===== config.mk =====
export PLATFORM = sky130hd
export DESIGN_NAME = ama_riscv_branch_resolve
export DESIGN_NICKNAME = d
export VERILOG_FILES = /design/src/rtl/ama_riscv_defines.sv /design/src/rtl/ama_riscv_branch_resolve.sv
export SDC_FILE = /design/constraint.sdc
export NUM_CORES = 1
export LEC_CHECK = 0
export ABC_AREA = 1
export CORE_ASPECT_RATIO = 0.5
export CORE_MARGIN = 2
export CORE_UTILIZATION = 30
export CTS_BUF_LIST = sky130_fd_sc_hd__clkbuf_8
export CTS_CLUSTER_SIZE = 14
export DETAILED_ROUTE_END_ITERATION = 7
export GPL_ROUTABILITY_DRIVEN = 0
export PLACE_DENSITY = 0.55
export REMOVE_ABC_BUFFERS = 1
export SYNTH_ARGS = -nofsm -noshare
export SYNTH_HDL_FRONTEND = slang
export SYNTH_SLANG_ARGS = --single-unit
export TNS_END_PERCENT = 5

===== constraint.sdc =====
create_clock -name clk -period 1.98 [get_ports clk]
set_input_delay 0.198 -clock clk [delete_from_list [all_inputs] [get_ports clk]]
set_output_delay 0.198 -clock clk [all_outputs]
set_load 0.02 [all_outputs]

===== src/rtl/ama_riscv_defines.sv =====
// Shared core definitions: branch funct3 encodings, branch-resolve FSM
// state encoding and small branch-decode helpers.
package ama_riscv_defines;

  // RISC-V conditional branch funct3 encodings
  localparam logic [2:0] F3_BEQ  = 3'b000;
  localparam logic [2:0] F3_BNE  = 3'b001;
  localparam logic [2:0] F3_BLT  = 3'b100;
  localparam logic [2:0] F3_BGE  = 3'b101;
  localparam logic [2:0] F3_BLTU = 3'b110;
  localparam logic [2:0] F3_BGEU = 3'b111;

  // Branch-resolve FSM state encoding
  localparam logic ST_IDLE  = 1'b0;
  localparam logic ST_FLUSH = 1'b1;

  // 010/011 are not branch encodings
  function automatic logic br_legal(input logic [2:0] funct3);
    return (funct3[2:1] != 2'b01);
  endfunction

  // Branch outcome from compare-unit flags; illegal encodings never take
  function automatic logic br_taken(input logic [2:0] funct3,
                                    input logic       eq,
                                    input logic       lt);
    logic t;
    t = 1'b0;
    case (funct3)
      F3_BEQ:           t = eq;
      F3_BNE:           t = !eq;
      F3_BLT, F3_BLTU:  t = lt;
      F3_BGE, F3_BGEU:  t = !lt;
      default:          t = 1'b0;
    endcase
    return t;
  endfunction

endpackage


===== src/rtl/ama_riscv_branch_resolve.sv =====
// EX-stage branch resolution: decides taken/not-taken from the external
// compare unit, requests a PC redirect and holds a front-end flush for
// FLUSH_CYCLES un-stalled cycles after every taken branch.
module ama_riscv_branch_resolve
  import ama_riscv_defines::*;
#(
  parameter int unsigned FLUSH_CYCLES = 2
) (
  input  logic        clk,
  input  logic        rst,
  input  logic        br_valid,
  input  logic [2:0]  br_funct3,
  input  logic [31:0] br_target,
  input  logic        stall,
  output logic        op_uns,
  input  logic        op_eq,
  input  logic        op_lt,
  output logic        redirect,
  output logic [31:0] redirect_pc,
  output logic        flush,
  output logic        illegal,
  output logic [31:0] cnt_branch,
  output logic [31:0] cnt_taken
);

  localparam logic [2:0] FLUSH_LOAD = 3'(FLUSH_CYCLES);

  logic        state_reg, state_next;
  logic [2:0]  cnt_reg, cnt_next;
  logic [31:0] redirect_pc_reg, redirect_pc_next;
  logic        illegal_reg, illegal_next;
  logic [31:0] cnt_branch_reg, cnt_branch_next;
  logic [31:0] cnt_taken_reg, cnt_taken_next;

  logic accept;
  logic legal;
  logic taken;

  // Signed/unsigned select follows funct3 directly so the compare unit
  // settles in the same cycle the branch is presented.
  assign op_uns = br_funct3[1];

  assign accept = (state_reg == ST_IDLE) && br_valid && !stall;
  assign legal  = br_legal(br_funct3);
  assign taken  = legal && br_taken(br_funct3, op_eq, op_lt);

  // Next-state, counter and statistics logic
  always_comb begin
    state_next       = state_reg;
    cnt_next         = cnt_reg;
    redirect_pc_next = redirect_pc_reg;
    illegal_next     = 1'b0;
    cnt_branch_next  = cnt_branch_reg;
    cnt_taken_next   = cnt_taken_reg;

    case (state_reg)
      ST_IDLE: begin
        if (accept) begin
          if (!legal) begin
            illegal_next = 1'b1;
          end else begin
            cnt_branch_next = cnt_branch_reg + 32'd1;
            if (taken) begin
              cnt_taken_next   = cnt_taken_reg + 32'd1;
              state_next       = ST_FLUSH;
              cnt_next         = FLUSH_LOAD;
              redirect_pc_next = br_target;
            end
          end
        end
      end
      default: begin
        // Branches arriving during the flush window are wrong-path and ignored
        if (!stall) begin
          cnt_next = cnt_reg - 3'd1;
          if (cnt_reg == 3'd1) begin
            state_next = ST_IDLE;
          end
        end
      end
    endcase
  end

  // State registers with synchronous reset
  always_ff @(posedge clk) begin
    if (rst) begin
      state_reg       <= ST_IDLE;
      cnt_reg         <= 3'd0;
      redirect_pc_reg <= 32'd0;
      illegal_reg     <= 1'b0;
      cnt_branch_reg  <= 32'd0;
      cnt_taken_reg   <= 32'd0;
    end else begin
      state_reg       <= state_next;
      cnt_reg         <= cnt_next;
      redirect_pc_reg <= redirect_pc_next;
      illegal_reg     <= illegal_next;
      cnt_branch_reg  <= cnt_branch_next;
      cnt_taken_reg   <= cnt_taken_next;
    end
  end

  // Redirect only in the first flush cycle; a stall holds the counter and
  // therefore holds redirect as well.
  assign flush       = (state_reg == ST_FLUSH);
  assign redirect    = (state_reg == ST_FLUSH) && (cnt_reg == FLUSH_LOAD);
  assign redirect_pc = redirect_pc_reg;
  assign illegal     = illegal_reg;
  assign cnt_branch  = cnt_branch_reg;
  assign cnt_taken   = cnt_taken_reg;

endmodule

==> reports/qor.yml <==
yosys_warnings: 0
ant_nets: 0
syn_area_per_cell_sq_um: 6.52
grt_pass1_wl_mm: 25.0
cts_tree: "yes"
vias: 5250
htreeDepth: 3
syn_to_final_growth_pct: 36.1
post-route-drc-count: 0
path_delay_family: "buffers and inverters"
gr-usage-all-layers_pct: 16.5
insertion_delay_ps: 380
worst_ep_required_time_ps: 1780
fin_skew_ps: 13.3
dpl.hpwl_mm: 11.0
root_buffer: "clkbuf_8"
wl_met3_um: 659
die_y_um: 97.2
coreArea_sq_mm: 0.0167
path_class: "reg -> out"
path_depth: 1
cts_setup_buffers: 0
drv_slew: 0
wl_met1_mm: 7.05
slowest_delay_ps: 670
drt_iter0_drc: 256
relSlewSlack_pct: 69.9
grt_max_degree: 65
max_freq_mhz: 578
p_leak_nw: 2.48
dr.pass1.iters: 5
yosysUniqueCellTypes: 31
port_buffers: 140
synth_flop_cell: "dfxtp_1"
final.setup.tns_ps: 0
die_x_um: 190
end_kind: "primary output"
min_path_type: "in -> reg"
rows: 33
top_layer: "met4"
post-route-period-util_pct: 87.4
synth.top_cells.by_area: "dfxtp_1 (39%), nand2_1 (15%), nor2_1 (12%), o21ai_0 (4.6%), inv_1 (4.5%)"
start_util_pct: 31.2
hold_ws_ps: 433
syn_area_sq_mm: 0.00521
wl_met2_mm: 7.08
worstMarginPinSlew_ps: 447
ctsLongestPathBuffers: 2
cts.sinks: 101
setup_viol: 0
yosysTopAreaCellShare_pct: 38.8
n_antenna_cell: 0
ctsHoldBuffers: 0
rrSetupSlack_ps: 280
synthCells: 799
peakVddDrop_mv: 0.314
ys_ff_latch: 101
clkTransAtPathRegs_ps: 110
crit_path_cell_trace: "clkdlybuf4s50_1"
period_minus_slack_ps: 1730
grt_pass1_vias: 5123
ctsResizeCount: 1
rsz0062_at_grt: "false"
critPathLaunchType: "register"
slowest_stage: "clkdlybuf4s50_1"
ios: 141
dieArea_sq_mm: 0.0185
power_density_mw_per_mm2: 547
crit_buf_inv: 1
arrival_ps: 1530
drv_cap: 0
avgViaCountPerCell: 4.49
ys_seq_area_share_pct: 38.8
yosysTopAreaCell: "dfxtp_1"
hold_viol: 0
status: "finished, final reports clean"
grt_overflow: 0
routedWlPerCell_um: 12.7
async_reset_ff_share_pct: 0
hold_depth: 3
synth-edff-count: 0
cts_buffers: 9
nNetsFinal: 984
layout-drive-gt1-share_pct: 7.74
fill_cells: 1765
r2r_cells: 9
path_max_fanout: 6
antenna_found_initial: 0
drt-total-wl_mm: 14.8
-- cells in the mapped netlist (2+ instances only) --
cell	n
nand2_1	215
nor2_1	172
dfxtp_1	101
inv_1	62
o21ai_0	48
a21oi_1	45
nand3_1	37
nor2_2	17
clkbuf_1	12
nor3_1	12
xor2_1	11
nand4_1	9
inv_2	8
nand2_2	7
nor2_4	6
xnor2_1	6
buf_2	5
buf_4	5
ha_1	5
nand3_4	2
nand3b_2	2
nor3b_1	2
o21ai_1	2
-- placed cells by master, fill, tap and decap left out, types with 2 or more instances in the layout --
cell type	synthesis	layout
nand3b_2	2	2
nor2_4	6	6
nand2_1	215	215
nand4_1	9	9
xor2_1	11	11
ha_1	5	5
inv_2	8	8
o21ai_0	48	48
inv_1	62	62
a21oi_1	45	45
xnor2_1	6	6
o21ai_1	2	2
nand2_2	7	7
buf_12	0	3
dfxtp_1	101	101
buf_4	5	9
clkbuf_8	0	9
nor3b_1	2	2
nor3_1	12	12
clkdlybuf4s50_1	0	139
nor2_2	17	17
nor2_1	172	172
nand3_4	2	2
clkinv_2	0	4
nand3_1	37	37
-- final timing paths --
check	from	end
max	cnt_taken[27]	cnt_taken[27]
min	br_target[5]	redirect_pc[5]
max reg2reg	cnt_taken[1]	cnt_taken[20]
min reg2reg	redirect_pc[23]	redirect_pc[23]
-- report_power, final --
part	leakage [nW]	internal [mW]	switching, mW
clock network	0.0987	0.579	0.759
registers	0.817	2.07	0.0252
logic	1.57	0.212	0.229
total	2.48	2.86	1.01
-- area by class of cell --
class | instances | area (sq um) | share of cell area [%]
Tap cell | 227 | 284 | 4.01
Clock buffer | 9 | 124 | 1.75
Multi-Input combinational cell | 603 | 2800 | 39.5
Timing Repair Buffer | 152 | 1530 | 21.6
Inverter | 71 | 267 | 3.76
Clock inverter | 7 | 66.3 | 0.936
Sequential cell | 101 | 2020 | 28.5
-- logic make-up after synthesis --
group	Yosys count	share of synthesized area, %
xor gates and xnor gates	17	2.86
adders and majority gates	5	1.20
AOI/OAI and AO/OA	96	9.27
DFF	101	38.8
buffers and inverters	95	7.47
and+or+nand+nor	485	40.4
-- layer usage --
layer | GRT usage [%] | up-vias
met5 | 0 | -
met4 | 2.80 | 0
met3 | 4.19 | 2
met2 | 28.5 | 88
met1 | 21.0 | 2368
li1 | - | 2792
-- metrics by stage --
stage / util (%) / cells / setup slack, ps / power (mW) / cell area [sq um]
final: 42.5 / 1170 / 249 / 3.88 / 7090
after CTS: 42.5 / 1170 / 224 / 3.95 / 7090
after global routing: 42.5 / 1170 / 121 / 4.07 / 7090
after global placement: 41.4 / 1154 / 147 / 2.59 / 6900
after floorplan: - / 775 / 40.1 / 2.34 / 5090
after detailed placement: 41.4 / 1154 / 122 / 2.59 / 6900
No activity file was read; power rests on OpenSTA's default activity.
